<file path="src/rtl/rx_timing_unit_if.sv">
// rx_timing_unit_if: bus lines, receive flag and timing strobes between the line interface and the USB receiver
interface rx_timing_unit_if;
    logic d_plus_raw;
    logic d_minus_raw;
    logic rcving;
    logic d_plus;
    logic d_minus;
    logic d_edge;
    logic eop;
    logic shift_enable;
    logic byte_received;

    modport master (
        output d_plus_raw, d_minus_raw, rcving,
        input  d_plus, d_minus, d_edge, eop, shift_enable, byte_received
    );

    modport slave (
        input  d_plus_raw, d_minus_raw, rcving,
        output d_plus, d_minus, d_edge, eop, shift_enable, byte_received
    );
endinterface

</file>
<file path="src/rtl/rx_timing_unit.sv">
// rx_timing_unit: synchronises D+/D-, recovers bit timing from D+ edges and flags sampled bits and whole bytes
module rx_timing_unit #(
    parameter int CLKS_PER_BIT  = 8,
    parameter int SAMPLE_OFFSET = 3
) (
    input logic             clk,
    input logic             n_rst,
    rx_timing_unit_if.slave bus
);
    localparam int W = $clog2(CLKS_PER_BIT);
    localparam logic [W-1:0] CNT_LAST   = W'(CLKS_PER_BIT - 1);
    localparam logic [W-1:0] CNT_SAMPLE = W'(SAMPLE_OFFSET);

    logic         dp_meta, dp_sync, dp_last;
    logic         dm_meta, dm_sync;
    logic [W-1:0] clk_cnt;
    logic [2:0]   bit_cnt;
    logic         byte_rcvd;
    logic         d_edge;
    logic         shift_en;

    // Two-flop synchronisers resetting to idle J (D+ high, D- low), plus D+ history for edge detection
    always_ff @(posedge clk or negedge n_rst) begin
        if (!n_rst) begin
            dp_meta <= 1'b1;
            dp_sync <= 1'b1;
            dp_last <= 1'b1;
            dm_meta <= 1'b0;
            dm_sync <= 1'b0;
        end else begin
            dp_meta <= bus.d_plus_raw;
            dp_sync <= dp_meta;
            dp_last <= dp_sync;
            dm_meta <= bus.d_minus_raw;
            dm_sync <= dm_meta;
        end
    end

    // Bit-phase counter: realigns to 1 on every D+ edge so the sample point tracks the sender's clock
    always_ff @(posedge clk or negedge n_rst) begin
        if (!n_rst)
            clk_cnt <= '0;
        else
            clk_cnt <= !bus.rcving           ? '0 :
                       d_edge                ? W'(1) :
                       (clk_cnt == CNT_LAST) ? '0 :
                                               clk_cnt + 1'b1;
    end

    // Bits-in-byte counter and one-cycle byte flag raised after the eighth sample
    always_ff @(posedge clk or negedge n_rst) begin
        if (!n_rst) begin
            bit_cnt   <= '0;
            byte_rcvd <= 1'b0;
        end else begin
            bit_cnt   <= !bus.rcving ? '0 : shift_en ? bit_cnt + 3'd1 : bit_cnt;
            byte_rcvd <= bus.rcving && shift_en && (bit_cnt == 3'd7);
        end
    end

    assign d_edge   = dp_sync ^ dp_last;
    assign shift_en = bus.rcving && (clk_cnt == CNT_SAMPLE);

    assign bus.d_plus        = dp_sync;
    assign bus.d_minus       = dm_sync;
    assign bus.d_edge        = d_edge;
    assign bus.eop           = !dp_sync && !dm_sync;
    assign bus.shift_enable  = shift_en;
    assign bus.byte_received = byte_rcvd;
endmodule

</file>
<file path="src/flat_wrapper.sv">
// flat-port wrapper written by rule: the top's interface ports become plain ports
module rx_timing_unit_flat 
#(
    parameter int CLKS_PER_BIT  = 8,
    parameter int SAMPLE_OFFSET = 3
)
  (clk, n_rst, bus_d_plus_raw, bus_d_minus_raw, bus_rcving, bus_d_plus, bus_d_minus, bus_d_edge, bus_eop, bus_shift_enable, bus_byte_received);
  rx_timing_unit_if bus_i ();
  input logic clk;
  input logic n_rst;
  input wire logic [$bits(bus_i.d_plus_raw)-1:0] bus_d_plus_raw;
  input wire logic [$bits(bus_i.d_minus_raw)-1:0] bus_d_minus_raw;
  input wire logic [$bits(bus_i.rcving)-1:0] bus_rcving;
  output wire logic [$bits(bus_i.d_plus)-1:0] bus_d_plus;
  output wire logic [$bits(bus_i.d_minus)-1:0] bus_d_minus;
  output wire logic [$bits(bus_i.d_edge)-1:0] bus_d_edge;
  output wire logic [$bits(bus_i.eop)-1:0] bus_eop;
  output wire logic [$bits(bus_i.shift_enable)-1:0] bus_shift_enable;
  output wire logic [$bits(bus_i.byte_received)-1:0] bus_byte_received;
  assign bus_i.d_plus_raw = bus_d_plus_raw;
  assign bus_i.d_minus_raw = bus_d_minus_raw;
  assign bus_i.rcving = bus_rcving;
  assign bus_d_plus = bus_i.d_plus;
  assign bus_d_minus = bus_i.d_minus;
  assign bus_d_edge = bus_i.d_edge;
  assign bus_eop = bus_i.eop;
  assign bus_shift_enable = bus_i.shift_enable;
  assign bus_byte_received = bus_i.byte_received;
  rx_timing_unit #(.CLKS_PER_BIT(CLKS_PER_BIT), .SAMPLE_OFFSET(SAMPLE_OFFSET)) u_core (.clk(clk), .n_rst(n_rst), .bus(bus_i));
endmodule
</file>
<file path="config.mk">
export PLATFORM = sky130hd
export DESIGN_NAME = rx_timing_unit_flat
export DESIGN_NICKNAME = d
export VERILOG_FILES = /design/src/rtl/rx_timing_unit_if.sv /design/src/rtl/rx_timing_unit.sv /design/src/flat_wrapper.sv
export SDC_FILE = /design/constraint.sdc
export NUM_CORES = 1
export LEC_CHECK = 0
export CAP_MARGIN = 40
export CORE_AREA = 2 2 39 41
export CTS_CLUSTER_SIZE = 8
export DETAILED_ROUTE_END_ITERATION = 6
export DIE_AREA = 0 0 41 43
export GPL_TIMING_DRIVEN = 0
export HOLD_SLACK_MARGIN = 0.1
export PLACE_DENSITY = 0.68
export SLEW_MARGIN = 0
export SYNTH_ARGS = -nofsm -noshare
export SYNTH_HDL_FRONTEND = slang
export SYNTH_SLANG_ARGS = --single-unit
export TNS_END_PERCENT = 1
</file>
<file path="constraint.sdc">
create_clock -name clk -period 2.2 [get_ports clk]
set_input_delay 0.55 -clock clk [delete_from_list [all_inputs] [get_ports clk]]
set_output_delay 0.55 -clock clk [all_outputs]
set_load 0.1 [all_outputs]
</file>
==> results of run 1 <==
-- final timing paths --
check / start / slack [ns] / end
worst min register to register: u_core.dm_meta$_DFF_PN0_ / 0.35 / u_core.bus.d_minus$_DFF_PN0_
min in group asynchronous: n_rst / 0.62 / u_core.bit_cnt[1]$_DFFE_PN0P_
worst min-delay path: u_core.dm_meta$_DFF_PN0_ / 0.35 / u_core.bus.d_minus$_DFF_PN0_
worst max register to register: u_core.bit_cnt[0]$_DFFE_PN0P_ / 1.03 / u_core.bit_cnt[2]$_DFFE_PN0P_
max in group asynchronous: n_rst / 1.22 / u_core.dp_last$_DFF_PN1_
worst max-delay path: u_core.bus.d_plus$_DFF_PN1_ / 0.05 / bus_eop
-- area by class of cell --
class | count | area, sq um
fillers | 118 | 643
multi-input cells | 19 | 186
inverters | 3 | 11.3
clock buffers | 4 | 36.3
flip-flops and latches | 12 | 304
repair buffers | 14 | 183
well taps | 16 | 20.0
-- synthesized netlist by cell type, drive strengths merged --
library cell  count  share of area [%]
and2              1                1.3
nor2              5                4.0
inv               3                2.4
and3              1                1.3
nor4              1                1.3
mux2i             2                4.2
nor3              1                1.1
dfstp             3                 17
xnor2             1                1.9
o21a              1                1.6
dfrtp             9                 48
ha                5                 13
xor2              1                3.4
-- repair_timing --
| item | in CTS | in global routing |
|---|---|---|
| gates resized for setup | 7 | 1 |
| endpoints found under the setup margin | 2 | 1 |
| gates cloned | 0 | 0 |
-- metal layers --
| metal | GRT usage, % | vias to the layer above |
|---|---|---|
| li1 | - | 145 |
| met5 | 0 | - |
| met3 | 4.71 | 2 |
| met2 | 16.3 | 7 |
| met1 | 14.7 | 147 |
| met4 | 8.00 | 0 |
-- registers in the layout, summed over array words and instances (netlist names) --
| name | count |
|---|---|
| u_core.bit_cnt | 3 |
| u_core.clk_cnt | 3 |
| u_core.bus.byte_received | 1 |
| u_core.bus.d_minus | 1 |
| u_core.bus.d_plus | 1 |
| u_core.dm_meta | 1 |
| u_core.dp_last | 1 |
| u_core.dp_meta | 1 |
-- logic make-up (layout without fill, tap and decap cells) --
family	count (synthesis)	count (layout)	synth area share (%)
DFF	12	12	64.3
and+or+nand+nor	9	9	9.00
adders and majority gates	5	5	13.2
buffers and inverters	3	21	2.38
xor gates and xnor gates	2	2	5.29
muxes	2	2	4.23
AOI/OAI and AO/OA	1	1	1.59
-- report_power, final --
group	internal (W)	total [W]	switching [W]
clock	0.000100	0.000168	0.0000681
sequential	0.000232	0.000239	0.00000731
combinational	0.0000381	0.0000964	0.0000583
-- per-stage QoR --
step           setup TNS [ns]  setup slack (ns)
3_5_place_dp           -0.279            -0.279
4_1_cts                     0           0.00985
5_1_grt                     0           0.00896
3_3_place_gp            -1.07            -0.684
6_report                    0            0.0535
2_1_floorplan         -0.0280           -0.0280
==> summary.md, run 1 <==
| Metric | Value |
|---|---|
| RSZ-0062 raised after global routing | false |
| Fin. Hold Viols | 0 |
| First-pass iteration count of the detailed router | 2 |
| Final setup viols | 0 |
| Bufs and invs on worst path | 2 |
| DIE AREA | 0.00176 sq mm |
| Leakage | 0.345 nW |
| Metal3 WL | 31 um |
| Residual DRC | 0 |
| First-pass GRT wire length | 1310 um |
| Most common cell after layout, fill and taps aside | dfrtp_1 |
| H-tree level count | 1 |
| Critical path arrival | between 1.5 and 2 ns |
| Setup bufs post-CTS | 0 |
| DRT met1 WL | 312 um |
| PortBufs | 10 |
| Post-synthesis sequential area ratio | 64.3% |
| Ant. Diodes | 0 |
| Worst-Skew Late Latency | 0.26 ns |
| Worst slew margin | between 60 and 70% |
| Starting DRT DRC Count | 3 |
| Placeable Area | 0.00138 sq mm |
| Fin area | 741 sq um |
| Worst hold path type | reg -> reg |
| Vias per inst | ~4.4 |
| Crit path largest cell delay | 0.64 ns |
| Top sig layer | met4 |
| Max-slew violations | 0 |
| Hold slack | 0.353 ns |
| Type of the worst setup path | reg -> out |
| Nets | 63 |
| Most frequent cells in the layout | dfrtp_1 (9), clkdlybuf4s50_1 (6), nor2_1 (4) |
| GRT overflow | 0 |
| Met2 WL | 441 um |
| Gpl congestion | 0.707 |
| Num rows | 14 |
| Total CTS buffers | 3 |
| Hold Crit Depth | 0 |
| Post-synthesis register bit count | 12 |
| Worst path depth | 3 |
| Clock buffer depth | 2 |
| Via count | between 300 and 400 |
| Post-route ant nets | 0 |
| Dpl cell area | 697 sq um |
| Initial Utilization | 34.2% |
| CTS hold repair buffers | 0 |
| Crit Path Max Fanout | 4 |
| Root Buffer | clkbuf_4 |
| Synth Net Count | 44 |
| Clock sink count | 12 |
| Fmax | around 470 MHz |
| Clock-pin slew on the worst setup and hold paths | 0.07 ns |
| Layout cells sized above 1 | 32.7% |
| Routed length per instance | ~12 um |
| Final min period | 2.15 ns |
| DRT Wirelength | 797 um |
| Largest net degree at the start of global routing | 13 |
| Endpoint class of the critical path | primary output |
| Tcrit/Tclk final | 97.6% |
| Number of I/O pins | 11 |
| Yosys warns | 0 |
| Total chip power | 0.000504 W |
| Worst path slowest cell | dfstp_2 |
| Critical Path, Cell by Cell | nor2_2 > clkdlybuf4s50_1 > buf_8 |
| Global-route usage over all layers | 11.9% |
| Die width | 41 um |
| P&R area growth vs syn | 56.6% |
| Area of the mapped netlist | 473 sq um |
| Non-filler cells, final | between 60 and 70 |
| Die Ht | 43 um |
| Avg Inst Size Synth | between 10 and 15 sq um |
| Power Dens Cells | 680 mW/mm^2 |
| Detailed Place HPWL | 565 um |
| Status | complete, no violations |
| Final core utilization | 53.5% |
| Crit path max-delay family | flip-flops |
| Vias in the first global route | around 310 |
| Placed cell count | 66 |
| CTS tree | done |
| Critical path startpoint category | flip-flop |
| Worst VDD drop | 0.465 mV |
| Worst-Margin Slew | between 0.5 and 0.6 ns |
| Layout Skew | 0.000459 ns |
| Distinct cells, synth | 13 |
| Data required, critical path | 1.65 ns |
| Maxcap violations | 0 |
| Initial antenna violation count | 0 |
| Post-synthesis cell count | 34 |
| Cells on worst reg2reg path | 4 |
Note: power is estimated with default switching activity, not from simulation.
==> run 2, diff against run 1 <==
--- a/config.mk
+++ b/config.mk
@@ -10,7 +10,6 @@
 export CTS_CLUSTER_SIZE = 8
 export DETAILED_ROUTE_END_ITERATION = 6
 export DIE_AREA = 0 0 41 43
-export GPL_TIMING_DRIVEN = 0
 export HOLD_SLACK_MARGIN = 0.1
 export PLACE_DENSITY = 0.68
 export SLEW_MARGIN = 0
==> summary.md, run 2 (synthesis gave the netlist of run 1 again) <==
| Metric | Value |
|---|---|
| Status | complete, no violations |
| Most frequent cells in the layout | dfrtp_1 (9), ha_1 (5), nor2_1 (4), clkdlybuf4s50_1 (4), buf_12 (4) |
| Largest regs | u_core.bit_cnt x3, u_core.clk_cnt x3 |
| Maxcap violations | 0 (unchanged) |
| Die width | 41 um (unchanged) |
| RSZ-0062 raised after global routing | false |
| Post-route ant nets | 0 (unchanged) |
| DRT Wirelength | 691 um (-13%) |
| Fmax | 474 MHz (+1.8%) |
| First-pass GRT wire length | 1260 um (-4.3%) |
| Final min period | 2.11 ns (-0.0369 ns) |
| Clock-pin slew on the worst setup and hold paths | 0.08 ns (about the same) |
| Worst-Margin Slew | 0.497 ns (-0.00778 ns) |
| Global-route usage over all layers | 11.6% (-0.28 points) |
| Endpoint class of the critical path | primary output |
| Worst VDD drop | 0.410 mV (-12%) |
| Top sig layer | met4 |
| Fin. Hold Viols | 0 (unchanged) |
| Total CTS buffers | 3 (unchanged) |
| Non-filler cells, final | 64 (-5.9%) |
| Routed length per instance | 10.8 um (-7.9%) |
| Cells on worst reg2reg path | 4 (unchanged) |
| CTS tree | done |
| Initial antenna violation count | 0 (unchanged) |
| Layout cells sized above 1 | 29.2% (-3.5 points) |
| Most used cell, CP | ha_1 |
| Reg-to-Reg End | u_core.bit_cnt[0]$_DFFE_PN0P_ |
| Initial Utilization | 34.2% (unchanged) |
| Hold slack | 0.356 ns (+0.00277 ns) |
| R2R Path Start | u_core.clk_cnt[0]$_DFF_PN0_ |
| Setup slack, reg-to-reg | 0.95 ns (-0.08 ns) |
| Crit path max-delay family | adder cells |
| Worst-Skew Late Latency | 0.28 ns (+0.02 ns) |
| Metal3 WL | 63 um (+100%) |
| PortBufs | 10 (unchanged) |
| Type of the worst setup path | reg -> out |
| DRT met1 WL | 320 um (+2.6%) |
| Ant. Diodes | 0 (unchanged) |
| Critical path arrival | 1.56 ns (-0.04 ns) |
| Vias in the first global route | 278 (-9.2%) |
| Via count | 285 (-5.3%) |
| Root Buffer | clkbuf_4 |
| Clock buffer depth | 2 (unchanged) |
| Hold Crit Depth | 0 (unchanged) |
| GRT overflow | 0 (unchanged) |
| Number of I/O pins | 11 (unchanged) |
| First-pass iteration count of the detailed router | 2 (unchanged) |
| Post-CTS sizing | 0 (-7) |
| Clock sink count | 12 (unchanged) |
| P&R area growth vs syn | 41.3% |
| Worst slew margin | 66.7% (+0.52 points) |
| Worst hold path type | reg -> reg |
| Crit path largest cell delay | 0.39 ns (-0.25 ns) |
| Worst path slowest cell | dfrtp_1 |
| Critical path startpoint category | flip-flop |
| Residual DRC | 0 (unchanged) |
| Critical Path, Cell by Cell | ha_1 > ha_1 > and2_1 > buf_12 |
| Fill count | 125 (+5.9%) |
| Detailed Place HPWL | 520 um (-7.8%) |
| Placed cell count | 60 (-9.1%) |
| Most common cell after layout, fill and taps aside | dfrtp_1 |
| H-tree level count | 1 (unchanged) |
| Crit Path Max Fanout | 5 (+1) |
| Nets | 59 (-6.3%) |
| Die Ht | 43 um (unchanged) |
| Fin area | 668 sq um (-9.8%) |
| Vias per inst | 4.45 (+0.60%) |
| Num rows | 14 (unchanged) |
| CTS hold repair buffers | 0 (unchanged) |
| Tcrit/Tclk final | 95.9% (-1.7 points) |
| Bufs and invs on worst path | 1 (-1) |
| Final setup viols | 0 (unchanged) |
| Leakage | 0.320 nW (-7.3%) |
| Gpl congestion | 0.603 (-15%) |
| Starting DRT DRC Count | 7 (+4) |
| Placeable Area | 0.00138 sq mm (unchanged) |
| DIE AREA | 0.00176 sq mm (unchanged) |
| Largest net degree at the start of global routing | 13 (unchanged) |
| Min-delay src | u_core.dp_meta$_DFF_PN1_ |
| Worst hold endpoint | u_core.bus.d_plus$_DFF_PN1_ |
| Power Dens Cells | 700 mW/mm^2 (+3.0%) |
| Setup bufs post-CTS | 0 (unchanged) |
| Data required, critical path | 1.65 ns (about the same) |
| Dpl cell area | 642 sq um (-7.9%) |
| Layout Skew | 0.0214 ns (+0.0210 ns) |
| Max-slew violations | 0 (unchanged) |
| Met2 WL | 300 um (-32%) |
==> run 2: layout make-up <==
class                      instances  area (sq um)  area share (%)
timing repair buffer              10           135            20.2
multi-input combinational         19           171            25.7
clock buffer                       4          26.3            3.93
tap                               16          20.0            3.00
sequential                        12           304            45.5
inverter                           3          11.3            1.69
==> run 2: through the flow <==
| stage | utilization, % | power, W | worst slack, ns | setup TNS, ns |
|---|---|---|---|---|
| 3_3_place_gp | 46.4 | 0.000331 | 0.234 | 0 |
| 2_1_floorplan | - | 0.000295 | -0.0280 | -0.0280 |
| 5_1_grt | 48.3 | 0.000499 | 0.0162 | 0 |
| 6_report | 48.3 | 0.000468 | 0.0904 | 0 |
| 4_1_cts | 48.3 | 0.000478 | 0.0729 | 0 |
| 3_5_place_dp | 46.4 | 0.000332 | 0.222 | 0 |
==> run 2: worst max path at each step <==
stage,from,end,slack (ns),cells past startpoint
final,u_core.clk_cnt[0]$_DFF_PN0_,bus_shift_enable,0.09,4
after global routing,u_core.clk_cnt[0]$_DFF_PN0_,bus_shift_enable,0.02,4
after CTS,u_core.clk_cnt[0]$_DFF_PN0_,bus_shift_enable,0.07,4
after detailed placement,bus_rcving,bus_shift_enable,0.22,3
after global placement,bus_rcving,bus_shift_enable,0.23,3
after floorplan,u_core.bus.d_minus$_DFF_PN0_,bus_eop,-0.03,1
==> run 2: routing by layer <==
| layer | GRT usage, % | vias to the layer above |
|---|---|---|
| met5 | 0 | - |
| met4 | 4.00 | 0 |
| met3 | 9.42 | 2 |
| met2 | 13.8 | 10 |
| met1 | 15.5 | 136 |
| li1 | - | 137 |
==> run 2: report_power, final <==
| group | total [W] | internal, W | switching [W] |
|---|---|---|---|
| sequential | 0.000239 | 0.000232 | 0.00000722 |
| clock | 0.000141 | 0.0000701 | 0.0000709 |
| combinational | 0.0000880 | 0.0000320 | 0.0000560 |
==> run 2: worst register-to-register path, stage by stage (launching register included) <==
cell and delay [ns]:
dfrtp_1 0.39, ha_1 0.23, ha_1 0.27, xnor2_1 0.17, nor2_1 0.06
